File: src/rtl/dmem_arbiter_if.sv
// Bundles the core, host and data-memory buses of the data memory arbiter.
// The slave modport is the arbiter's view; master is the surrounding system's view.
interface dmem_arbiter_if #(
  parameter int AW = 8,
  parameter int DW = 8
);
  logic          core_rd;
  logic          core_wr;
  logic [AW-1:0] core_addr;
  logic [DW-1:0] core_wdata;
  logic [DW-1:0] core_rdata;
  logic          core_stall;

  logic          host_req;
  logic          host_we;
  logic          host_lock;
  logic [AW-1:0] host_addr;
  logic [DW-1:0] host_wdata;
  logic          host_gnt;
  logic [DW-1:0] host_rdata;
  logic          host_rvalid;

  logic          mem_wr_en;
  logic          mem_rd_en;
  logic [AW-1:0] mem_addr;
  logic [DW-1:0] mem_wdata;
  logic [DW-1:0] mem_rdata;

  logic [15:0]   stall_cnt;

  modport slave (
    input  core_rd, core_wr, core_addr, core_wdata,
    output core_rdata, core_stall,
    input  host_req, host_we, host_lock, host_addr, host_wdata,
    output host_gnt, host_rdata, host_rvalid,
    output mem_wr_en, mem_rd_en, mem_addr, mem_wdata,
    input  mem_rdata,
    output stall_cnt
  );

  modport master (
    output core_rd, core_wr, core_addr, core_wdata,
    input  core_rdata, core_stall,
    output host_req, host_we, host_lock, host_addr, host_wdata,
    input  host_gnt, host_rdata, host_rvalid,
    input  mem_wr_en, mem_rd_en, mem_addr, mem_wdata,
    output mem_rdata,
    input  stall_cnt
  );
endinterface

File: src/rtl/dmem_arbiter.sv
// Single-port data memory arbiter between the CPU core and an external host.
// Grants are combinational; a locked host burst is capped at LOCK_MAX while the core waits.
module dmem_arbiter #(
  parameter int AW       = 8,
  parameter int DW       = 8,
  parameter int LOCK_MAX = 4
) (
  input  logic          Clk,
  input  logic          Reset,
  dmem_arbiter_if.slave bus
);
  localparam int LCW = $clog2(LOCK_MAX + 1);
  localparam logic [LCW-1:0] LOCK_LIM = LCW'(LOCK_MAX);

  typedef enum logic [1:0] {IDLE, CORE, HOST, HOST_LK} owner_t;
  typedef enum logic {GNT_CORE, GNT_HOST} gnt_t;

  owner_t         owner_q, owner_d;
  gnt_t           last_q, last_d;
  logic [LCW-1:0] lock_q, lock_d;
  logic [15:0]    stall_q;
  logic [DW-1:0]  host_rdata_q;
  logic           host_rvalid_q;

  logic          core_req, core_gnt, host_gnt, lock_hold;
  logic [AW-1:0] mem_addr;
  logic [DW-1:0] mem_wdata;
  logic          mem_wr_en, mem_rd_en;

  // Grant decision; reset masks every grant so the memory sees no enables.
  // NOTE: every signal gets a default before the if/case so no latch is inferred.
  always_comb begin
    core_req  = bus.core_rd | bus.core_wr;
    lock_hold = (owner_q == HOST_LK) & bus.host_req & bus.host_lock;
    core_gnt  = 1'b0;
    host_gnt  = 1'b0;
    if (!Reset) begin
      if (core_req && !bus.host_req) begin
        core_gnt = 1'b1;
      end else if (bus.host_req && !core_req) begin
        host_gnt = 1'b1;
      end else if (core_req && bus.host_req) begin
        if (lock_hold) begin
          if (lock_q >= LOCK_LIM) core_gnt = 1'b1;
          else                    host_gnt = 1'b1;
        end else if (last_q == GNT_HOST) begin
          core_gnt = 1'b1;
        end else begin
          host_gnt = 1'b1;
        end
      end
    end
  end

  // Owner records this cycle's grant; the lock count only survives consecutive locked host grants.
  always_comb begin
    owner_d = IDLE;
    last_d  = last_q;
    lock_d  = '0;
    if (core_gnt) begin
      owner_d = CORE;
      last_d  = GNT_CORE;
    end else if (host_gnt) begin
      last_d = GNT_HOST;
      if (bus.host_lock) begin
        owner_d = HOST_LK;
        lock_d  = (lock_q >= LOCK_LIM) ? LOCK_LIM : lock_q + 1'b1;
      end else begin
        owner_d = HOST;
      end
    end
  end

  always_comb begin
    mem_addr  = '0;
    mem_wdata = '0;
    mem_wr_en = 1'b0;
    mem_rd_en = 1'b0;
    if (core_gnt) begin
      mem_addr  = bus.core_addr;
      mem_wdata = bus.core_wdata;
      mem_wr_en = bus.core_wr;
      mem_rd_en = ~bus.core_wr;
    end else if (host_gnt) begin
      mem_addr  = bus.host_addr;
      mem_wdata = bus.host_wdata;
      mem_wr_en = bus.host_we;
      mem_rd_en = ~bus.host_we;
    end
  end

  // NOTE: sequential state uses non-blocking assignments so all flops update together.
  always_ff @(posedge Clk or posedge Reset) begin
    if (Reset) begin
      owner_q       <= IDLE;
      last_q        <= GNT_HOST;
      lock_q        <= '0;
      stall_q       <= '0;
      host_rdata_q  <= '0;
      host_rvalid_q <= 1'b0;
    end else begin
      owner_q       <= owner_d;
      last_q        <= last_d;
      lock_q        <= lock_d;
      host_rvalid_q <= host_gnt & ~bus.host_we;
      if (host_gnt && !bus.host_we) host_rdata_q <= bus.mem_rdata;
      if (core_req && !core_gnt && stall_q != 16'hFFFF) stall_q <= stall_q + 16'd1;
    end
  end

  assign bus.core_rdata  = bus.mem_rdata;
  assign bus.core_stall  = core_req & ~core_gnt;
  assign bus.host_gnt    = host_gnt;
  assign bus.host_rdata  = host_rdata_q;
  assign bus.host_rvalid = host_rvalid_q;
  assign bus.mem_wr_en   = mem_wr_en;
  assign bus.mem_rd_en   = mem_rd_en;
  assign bus.mem_addr    = mem_addr;
  assign bus.mem_wdata   = mem_wdata;
  assign bus.stall_cnt   = stall_q;
endmodule

File: src/flat_wrapper.sv
// flat-port wrapper written by rule: the top's interface ports become plain ports
module dmem_arbiter_flat 
#(
  parameter int AW       = 8,
  parameter int DW       = 8,
  parameter int LOCK_MAX = 4
)
  (Clk, Reset, bus_core_rd, bus_core_wr, bus_core_addr, bus_core_wdata, bus_core_rdata, bus_core_stall, bus_host_req, bus_host_we, bus_host_lock, bus_host_addr, bus_host_wdata, bus_host_gnt, bus_host_rdata, bus_host_rvalid, bus_mem_wr_en, bus_mem_rd_en, bus_mem_addr, bus_mem_wdata, bus_mem_rdata, bus_stall_cnt);
  dmem_arbiter_if #(.AW(AW), .DW(DW)) bus_i ();
  input  logic Clk;
  input  logic Reset;
  input wire logic [$bits(bus_i.core_rd)-1:0] bus_core_rd;
  input wire logic [$bits(bus_i.core_wr)-1:0] bus_core_wr;
  input wire logic [$bits(bus_i.core_addr)-1:0] bus_core_addr;
  input wire logic [$bits(bus_i.core_wdata)-1:0] bus_core_wdata;
  output wire logic [$bits(bus_i.core_rdata)-1:0] bus_core_rdata;
  output wire logic [$bits(bus_i.core_stall)-1:0] bus_core_stall;
  input wire logic [$bits(bus_i.host_req)-1:0] bus_host_req;
  input wire logic [$bits(bus_i.host_we)-1:0] bus_host_we;
  input wire logic [$bits(bus_i.host_lock)-1:0] bus_host_lock;
  input wire logic [$bits(bus_i.host_addr)-1:0] bus_host_addr;
  input wire logic [$bits(bus_i.host_wdata)-1:0] bus_host_wdata;
  output wire logic [$bits(bus_i.host_gnt)-1:0] bus_host_gnt;
  output wire logic [$bits(bus_i.host_rdata)-1:0] bus_host_rdata;
  output wire logic [$bits(bus_i.host_rvalid)-1:0] bus_host_rvalid;
  output wire logic [$bits(bus_i.mem_wr_en)-1:0] bus_mem_wr_en;
  output wire logic [$bits(bus_i.mem_rd_en)-1:0] bus_mem_rd_en;
  output wire logic [$bits(bus_i.mem_addr)-1:0] bus_mem_addr;
  output wire logic [$bits(bus_i.mem_wdata)-1:0] bus_mem_wdata;
  input wire logic [$bits(bus_i.mem_rdata)-1:0] bus_mem_rdata;
  output wire logic [$bits(bus_i.stall_cnt)-1:0] bus_stall_cnt;
  assign bus_i.core_rd = bus_core_rd;
  assign bus_i.core_wr = bus_core_wr;
  assign bus_i.core_addr = bus_core_addr;
  assign bus_i.core_wdata = bus_core_wdata;
  assign bus_core_rdata = bus_i.core_rdata;
  assign bus_core_stall = bus_i.core_stall;
  assign bus_i.host_req = bus_host_req;
  assign bus_i.host_we = bus_host_we;
  assign bus_i.host_lock = bus_host_lock;
  assign bus_i.host_addr = bus_host_addr;
  assign bus_i.host_wdata = bus_host_wdata;
  assign bus_host_gnt = bus_i.host_gnt;
  assign bus_host_rdata = bus_i.host_rdata;
  assign bus_host_rvalid = bus_i.host_rvalid;
  assign bus_mem_wr_en = bus_i.mem_wr_en;
  assign bus_mem_rd_en = bus_i.mem_rd_en;
  assign bus_mem_addr = bus_i.mem_addr;
  assign bus_mem_wdata = bus_i.mem_wdata;
  assign bus_i.mem_rdata = bus_mem_rdata;
  assign bus_stall_cnt = bus_i.stall_cnt;
  dmem_arbiter #(.AW(AW), .DW(DW), .LOCK_MAX(LOCK_MAX)) u_core (.Clk(Clk), .Reset(Reset), .bus(bus_i));
endmodule
File: config.mk
export PLATFORM = sky130hd
export DESIGN_NAME = dmem_arbiter_flat
export DESIGN_NICKNAME = d
export VERILOG_FILES = /design/src/rtl/dmem_arbiter_if.sv /design/src/rtl/dmem_arbiter.sv /design/src/flat_wrapper.sv
export SDC_FILE = /design/constraint.sdc
export NUM_CORES = 1
export LEC_CHECK = 0
export ABC_AREA = 1
export CORE_MARGIN = 3
export CORE_UTILIZATION = 45
export CTS_BUF_LIST = sky130_fd_sc_hd__clkbuf_2
export DETAILED_ROUTE_END_ITERATION = 12
export HOLD_SLACK_MARGIN = 0.08
export PLACE_DENSITY = 0.91
export SKIP_CTS_REPAIR_TIMING = 1
export SLEW_MARGIN = 20
export SYNTH_ARGS = -nofsm -noshare
export SYNTH_HDL_FRONTEND = slang
export SYNTH_SLANG_ARGS = --single-unit
export TNS_END_PERCENT = 10
File: constraint.sdc
create_clock -name Clk -period 3.95 [get_ports Clk]
set_input_delay 0.395 -clock Clk [delete_from_list [all_inputs] [get_ports Clk]]
set_output_delay 0.395 -clock Clk [all_outputs]
set_load 0.03 [all_outputs]
==> results of run 1 <==
-- worst max-delay path: stages --
cell and delay, ns:
sky130_fd_sc_hd__clkdlybuf4s50_1 0.42, sky130_fd_sc_hd__nor2_1 0.20, sky130_fd_sc_hd__inv_1 0.24, sky130_fd_sc_hd__nand2_2 0.16, sky130_fd_sc_hd__nand2_2 0.10, sky130_fd_sc_hd__inv_2 0.24, sky130_fd_sc_hd__nand2_1 0.09, sky130_fd_sc_hd__nand2_1 0.08
sky130_fd_sc_hd__clkdlybuf4s50_1 0.67
-- routing by layer --
layer,vias to the layer above,wire length (um)
li1,1083,-
met1,995,2380
met2,70,2860
met3,10,308
met4,0,108
met5,-,0
-- power by group --
group | switching [mW] | internal [mW] | total, mW
Combinational | 0.284 | 0.210 | 0.494
Sequential | 0.0482 | 0.367 | 0.415
Clock | 0.119 | 0.0452 | 0.164
-- sequential cells by signal, indices dropped and copies added, names as in the netlist --
signal,cells
u_core.owner_q,2
u_core.lock_q,3
u_core.last_q,1
u_core.bus.host_rvalid,1
u_core.bus.stall_cnt,16
u_core.bus.host_rdata,8
-- area by class of cell --
type / count / area (um^2) / share of cell area, %
Clock inverter: 2 / 12.5 / 0.416
Inverter: 21 / 78.8 / 2.62
Multi-Input combinational cell: 223 / 1050 / 34.8
Timing Repair Buffer: 100 / 998 / 33.2
Clock buffer: 6 / 30.0 / 0.999
Tap cell: 50 / 62.6 / 2.08
Sequential cell: 31 / 777 / 25.9
-- cell usage in the layout, fill, tap and decap left out, types with 2 or more instances in the layout --
cell                              synthesis  routed
sky130_fd_sc_hd__nand4_1                 11      11
sky130_fd_sc_hd__ha_1                     3       3
sky130_fd_sc_hd__nand3b_1                 3       3
sky130_fd_sc_hd__xor2_1                   3       3
sky130_fd_sc_hd__dfrtp_1                 30      30
sky130_fd_sc_hd__nand3_2                  3       3
sky130_fd_sc_hd__nand2_1                147     147
sky130_fd_sc_hd__clkbuf_2                 0       6
sky130_fd_sc_hd__inv_2                    3       3
sky130_fd_sc_hd__nand3_1                 14      14
sky130_fd_sc_hd__inv_1                   17      17
sky130_fd_sc_hd__o21ai_0                  3       3
sky130_fd_sc_hd__clkdlybuf4s50_1          0      99
sky130_fd_sc_hd__nand2_2                  2       2
sky130_fd_sc_hd__nor2_1                  21      21
sky130_fd_sc_hd__xnor2_1                  3       3
-- worst max path at each step --
stage	to	slack (ns)	depth (start not counted)
floorplan	bus_mem_wr_en	2.09	7
global placement	bus_mem_wdata[3]	0.99	9
detailed placement	bus_mem_wdata[3]	0.93	9
CTS	bus_mem_wdata[3]	0.92	9
global route	bus_mem_rd_en	0.75	10
finish	bus_mem_wdata[3]	0.95	9
-- synth_stat cells --
cell type,count
sky130_fd_sc_hd__nand4_4,1
sky130_fd_sc_hd__nand3_4,1
sky130_fd_sc_hd__dfstp_2,1
sky130_fd_sc_hd__buf_2,2
sky130_fd_sc_hd__nand3b_1,3
sky130_fd_sc_hd__nand2_4,1
sky130_fd_sc_hd__clkbuf_1,1
sky130_fd_sc_hd__xor2_1,3
sky130_fd_sc_hd__nor2_1,21
sky130_fd_sc_hd__o21ai_2,1
sky130_fd_sc_hd__inv_1,17
sky130_fd_sc_hd__o22ai_1,1
sky130_fd_sc_hd__nand2_2,2
sky130_fd_sc_hd__buf_6,2
sky130_fd_sc_hd__a21oi_2,1
sky130_fd_sc_hd__inv_2,3
sky130_fd_sc_hd__clkinv_1,1
sky130_fd_sc_hd__o21ai_0,3
sky130_fd_sc_hd__ha_1,3
sky130_fd_sc_hd__buf_4,9
sky130_fd_sc_hd__nand4_1,11
sky130_fd_sc_hd__nand2_1,147
sky130_fd_sc_hd__nand3_2,3
sky130_fd_sc_hd__nor3_1,1
sky130_fd_sc_hd__nor3_2,1
sky130_fd_sc_hd__nor2_2,1
sky130_fd_sc_hd__nor2_4,1
sky130_fd_sc_hd__dfrtp_1,30
sky130_fd_sc_hd__nand3_1,14
sky130_fd_sc_hd__xnor2_1,3
-- stage by stage --
step           cells  hold WS, ns  area [um^2]  total power [mW]
4_1_cts          433        0.486         3010              1.08
3_3_place_gp     425        0.461         2960             0.902
6_report         433        0.484         3010              1.07
2_1_floorplan    289        0.450         2010             0.700
3_5_place_dp     425        0.464         2960             0.917
5_1_grt          433        0.520         3010              1.13
-- logic make-up (layout without fill, tap and decap cells) --
family | after synthesis | count (layout) | synth area share [%]
xor+xnor | 6 | 6 | 2.62
fa+ha+maj | 3 | 3 | 1.87
simple gates | 208 | 208 | 45.7
buf+inv | 35 | 129 | 9.11
compound gates | 6 | 6 | 1.93
flops | 31 | 31 | 38.7
==> out/qor_table.md, run 1 <==
| Parameter | This run | Unit |
|:---|:---|:---|
| Via count | 2158 | - |
| Max-slew headroom at the worst pin | 72.5 | % |
| Required time at the endpoint of the critical path | 3.56 | ns |
| Worst reg2reg path endpoint | u_core.bus.stall_cnt[7] | - |
| Layer carrying the most global-route usage | met2 | - |
| Class of the worst hold path | input port to async pin | - |
| Fmax | 333 | MHz |
| RSZ-0062 raised after global routing | no | - |
| Initial cell density of the core | 48.4 | % |
| Power per cell area | 357 | mW/mm^2 |
| Root cell of the clock tree | sky130_fd_sc_hd__clkbuf_2 | - |
| Insertion delay of the later-clocked pin in the worst-skew pair | 0.38 | ns |
| HPWL Detailed | 4390 | um |
| Worst Path Max Fanout | 18 | - |
| Number of nets in the finished design | 432 | - |
| Diode count | 0 | - |
| Met1 track demand over resource in global routing | 28.8 | % |
| Synthesis-stage register bit count | 31 | - |
| DRC viols | 0 | - |
| Library cells used by synthesis | 30 | - |
| Count of input and output buffers | 99 | - |
| CTS tree | built | - |
| Min Tclk post-route | 3.00 | ns |
| Worst setup skew after layout | 0.0228 | ns |
| Final-report max-slew violation count | 0 | - |
| Per-cell routed wire length | 13.1 | um |
| Layout area overhead | 49.8 | % |
| Share of post-route cells with drive strength above 1 | 6.79 | % |
| Global-route wire length before repair | 9130 | um |
| Static power due to leakage | 1.44 | nW |
| Final-report hold violation count | 0 | - |
| Initial DRC count | 142 | - |
| PnR worst setup slack | 0.945 | ns |
| Number of instances in the synthesized netlist | 289 | - |
| Portion of the post-synthesis area used by sequential elements | 38.7 | % |
| Count of fill cells added during filler insertion | 341 | - |
| RR Startpoint | u_core.bus.stall_cnt[0] | - |
| Vert. Die Dim | 72.8 | um |
| Global router's overall resource usage | 21.9 | % |
| Reg-to-reg slack, setup | 2.20 | ns |
| Via count of the first global-routing pass | 1995 | - |
| Area of the core | 0.00414 | mm^2 |
| Clock transition at path regs | 0.19 | ns |
| First drt pass iteration count | 4 | - |
| Antenna-violating nets left | 0 | - |
| Met3 demand-to-capacity share in global routing | 4.27 | % |
| Biggest area consumer among synthesized cells | sky130_fd_sc_hd__dfrtp_1 | - |
| Portion of synthesized cell area occupied by the leading cell type | 37.4 | % |
| CTS H-tree lvls | 2 | - |
| Crit Path Category | input port to output port | - |
| Worst path arrival time | 2.61 | ns |
| Horizontal extent of the die | 72.8 | um |
| Final core occ | 72.5 | % |
| Worst Setup End Kind | output port | - |
| Per-instance average area after synthesis | 6.94 | um^2 |
| Max-cap violations | 0 | - |
| Number of rows in the core area | 23 | - |
| Worst slack after detailed placement | 0.930 | ns |
| TritonCTS Buffers | 5 | - |
| Nets in the synthesized netlist | 339 | - |
| Die Footprint | 0.00529 | mm^2 |
| Peak ir drop on the vdd network | 0.203 | mV |
| GPL Wtd Cong | 0.883 | - |
| Post-route setup TNS | 0 | ns |
| Max clock buf depth | 2 | - |
| Maximum number of pins on one net before global-route repair | 32 | - |
| IO Pins | 100 | - |
| Worst Max-Slew Pin Slew | 0.412 | ns |
| Via density per instance | 4.98 | - |
| Sinks on the clock net | 31 | - |
| Worst Reg2Reg Path Length in Cells | 7 | - |
| Routed WL | 5660 | um |
| Result of the run | finished, final reports clean | - |
| Type of origin of the critical path | input port | - |
| Count of synthesis-stage warnings from yosys | 0 | - |
| Setup Viol. Count Final | 0 | - |
| Post-synthesis instance area | 0.00201 | mm^2 |
| Number of antenna violations at the first check in global routing | 0 | - |
| Period utilization | 76.1 | % |
| Area contributors post-synth | sky130_fd_sc_hd__dfrtp_1 37%, sky130_fd_sc_hd__nand2_1 28%, sky130_fd_sc_hd__nor2_1 3.9% | - |
| Total congestion overflow after global routing | 0 | - |
| Met2 usage in global routing | 36.4 | % |
| Crit. Startpoint | bus_core_wr | - |
No activity file was read; power rests on OpenSTA's default activity.
==> inputs of run 2 (changes only) <==
--- a/config.mk
+++ b/config.mk
@@ -7,11 +7,11 @@
 export LEC_CHECK = 0
 export ABC_AREA = 1
 export CORE_MARGIN = 3
-export CORE_UTILIZATION = 45
+export CORE_UTILIZATION = 42
 export CTS_BUF_LIST = sky130_fd_sc_hd__clkbuf_2
 export DETAILED_ROUTE_END_ITERATION = 12
 export HOLD_SLACK_MARGIN = 0.08
-export PLACE_DENSITY = 0.91
+export PLACE_DENSITY = 0.86
 export SKIP_CTS_REPAIR_TIMING = 1
 export SLEW_MARGIN = 20
 export SYNTH_ARGS = -nofsm -noshare
==> constraint.sdc (replaced) <==
create_clock -name Clk -period 2.8 [get_ports Clk]
set_input_delay 0.28 -clock Clk [delete_from_list [all_inputs] [get_ports Clk]]
set_output_delay 0.28 -clock Clk [all_outputs]
set_load 0.03 [all_outputs]
==> run 2 against run 1 <==
Combinational power is 42% higher. Power increased by 49%. First-iteration DRC count up 9.9%. Utilization decreased by 4.2 points. Clock skew fell by 0.0093 ns. Count of clock-buffer cells in the layout is 1 lower. Wire length increased by 2.5%.
==> out/qor_table.md, run 2 (synthesis results as in run 1) <==
| Parameter | This run | Unit |
|:---|:---|:---|
| Via count | 2124 | - |
| Final core occ | 68.3 | % |
| Initial DRC count | 156 | - |
| Initial cell density of the core | 44.8 | % |
| Number of nets in the finished design | 436 | - |
| Total congestion overflow after global routing | 0 | - |
| Count of input and output buffers | 99 | - |
| Post-route setup TNS | 0 | ns |
| Result of the run | finished, final reports clean | - |
| Area of the core | 0.00447 | mm^2 |
| Via count of the first global-routing pass | 2010 | - |
| DRC viols | 0 | - |
| Fmax | 376 | MHz |
| Per-cell routed wire length | 13.2 | um |
| Worst Max-Slew Pin Slew | 0.394 | ns |
| Max-slew headroom at the worst pin | 73.7 | % |
| Max stage delay cell, worst path | sky130_fd_sc_hd__clkdlybuf4s50_1 | - |
| Worst Setup End Kind | output port | - |
| Layout area overhead | 52.4 | % |
| Clock transition at path regs | 0.18 | ns |
| Part of the total power dissipated in the clock network | 19.6 | % |
| Root cell of the clock tree | sky130_fd_sc_hd__clkbuf_2 | - |
| Slowest cell delay on critical path | 0.66 | ns |
| Critical path cell sequence | clkdlybuf4s50_1, nand2_1, nor2_1, nand2_1, nand3_2, nand2_4, inv_2, nand2_1, nand2_1, clkdlybuf4s50_1 | - |
| Non-filler instance count after layout | 439 | - |
| Number of antenna violations at the first check in global routing | 0 | - |
| Worst path arrival time | 2.38 | ns |
| Share of total power in combinational logic | 43.8 | % |
| CTS H-tree lvls | 2 | - |
| TritonCTS Buffers | 5 | - |
| Final-report max-slew violation count | 0 | - |
| Placed cell count | 431 | - |
| Static power due to leakage | 1.47 | nW |
| Power per cell area | 524 | mW/mm^2 |
| Proportion of total power due to net switching | 39.7 | % |
| Period utilization | 95.0 | % |
| Peak ir drop on the vdd network | 0.314 | mV |
| Top library cells by usage in the layout, fill and taps aside | 147 x sky130_fd_sc_hd__nand2_1, 97 x sky130_fd_sc_hd__clkdlybuf4s50_1, 30 x sky130_fd_sc_hd__dfrtp_1 | - |
| First drt pass iteration count | 4 | - |
| Area of all placed cells without fillers | 0.00306 | mm^2 |
| Switching power of the nets | 0.636 | mW |
| Routed WL | 5800 | um |
| Crit Path Category | input port to output port | - |
| Required time at the endpoint of the critical path | 2.52 | ns |
| RSZ-0062 raised after global routing | no | - |
| Worst setup skew after layout | 0.0135 | ns |
| HPWL Detailed | 4430 | um |
| Maximum number of pins on one net before global-route repair | 32 | - |
| Min Tclk post-route | 2.66 | ns |
| Max clock buf depth | 2 | - |
| Global-route wire length before repair | 9190 | um |
| Area occupied by multi-input gates | 0.00105 | mm^2 |
| Total power of the final layout | 1.60 | mW |
| Cell area after placement | 0.00299 | mm^2 |
| Class of the worst hold path | input port to async pin | - |
| Type of origin of the critical path | input port | - |
| GPL Wtd Cong | 0.880 | - |
| FF+latch area | 777 | um^2 |
| Number of flip-flops under the largest register name | 16 | - |
| CTS tree | built | - |
| Most frequent cell on the critical path | sky130_fd_sc_hd__nand2_1 | - |
| Antenna-violating nets left | 0 | - |
| Via density per instance | 4.84 | - |
| Worst Path Max Fanout | 17 | - |
| IO Pins | 100 | - |
| Number of rows in the core area | 24 | - |
| Share of post-route cells with drive strength above 1 | 8.01 | % |
| Global router's overall resource usage | 20.9 | % |
| Max-cap violations | 0 | - |
| Sequential share of power | 36.7 | % |
| Horizontal extent of the die | 75.1 | um |
| Final-report hold violation count | 0 | - |
| Diode count | 0 | - |
| Most common library cell in the layout ignoring fill and taps | sky130_fd_sc_hd__nand2_1 | - |
| Vert. Die Dim | 75.1 | um |
| Int Power | 0.966 | mW |
| Setup Viol. Count Final | 0 | - |
| Sinks on the clock net | 31 | - |
| Count of fill cells added during filler insertion | 397 | - |
| Die Footprint | 0.00564 | mm^2 |
| Insertion delay of the later-clocked pin in the worst-skew pair | 0.37 | ns |
## run 2: worst max-delay path, delay by kind of cell
family,cells,cell delay (ns)
AND/OR/NAND/NOR,7,0.67
buffers and inverters,3,1.42
## run 2: stage by stage
step / setup slack, ns / hold WS [ns]
after global placement: 0.165 / 0.463
after CTS: 0.0962 / 0.399
after detailed placement: 0.114 / 0.465
final: 0.141 / 0.396
after floorplan: 1.10 / 0.390
after global routing: 0.0142 / 0.425
## run 2: worst paths after layout
| kind | startpoint | to | slack, ns | depth (start not counted) |
|---|---|---|---|---|
| setup / recovery | bus_host_req | bus_mem_addr[5] | 0.14 | 10 |
| hold / removal | Reset | u_core.bus.stall_cnt[8] | 0.40 | 3 |
| setup reg to reg | u_core.bus.stall_cnt[0] | u_core.bus.stall_cnt[11] | 1.03 | 7 |
| hold reg to reg | u_core.bus.host_rdata[7] | u_core.bus.host_rdata[7] | 0.50 | 2 |
| max in group asynchronous | Reset | u_core.last_q | 2.08 | 3 |
| min in group Clk | bus_mem_rdata[7] | u_core.bus.host_rdata[7] | 0.46 | 3 |
## run 2: layout make-up
cell class | instances | area share [%]
repair buffers | 104 | 33.5
well taps | 52 | 2.13
multi-input cells | 223 | 34.2
clock buffers | 5 | 0.819
inverters | 21 | 2.66
flip-flops and latches | 31 | 25.4
clock inverters | 3 | 1.27
## run 2: layer usage
metal  global-route usage [%]  vias up  routed length, um  share of wire (%)
met5                        0        -                  0                  0
met1                     27.0      947               2440                 42
li1                         -     1095                  -                  -
met3                     4.67        6                399                6.9
met2                     35.0       76               2890                 50
met4                     6.32        0                 64                1.1
## run 2: power groups by stage
stage | clock network (mW) | registers [mW] | logic [mW]
after floorplan | 0 | 0.705 | 0.283
after global placement | 0 | 0.589 | 0.687
after detailed placement | 0 | 0.593 | 0.703
after CTS | 0.322 | 0.586 | 0.704
after global routing | 0.338 | 0.597 | 0.750
final | 0.313 | 0.587 | 0.701
==> inputs of run 3 (changes only) <==
--- a/config.mk
+++ b/config.mk
@@ -9,6 +9,7 @@
 export CORE_MARGIN = 3
 export CORE_UTILIZATION = 42
 export CTS_BUF_LIST = sky130_fd_sc_hd__clkbuf_2
+export CTS_CLUSTER_DIAMETER = 40
 export DETAILED_ROUTE_END_ITERATION = 12
 export HOLD_SLACK_MARGIN = 0.08
 export PLACE_DENSITY = 0.86
==> results of run 3 <==
No change in the layout: final DEF, timing and power equal those of run 2.
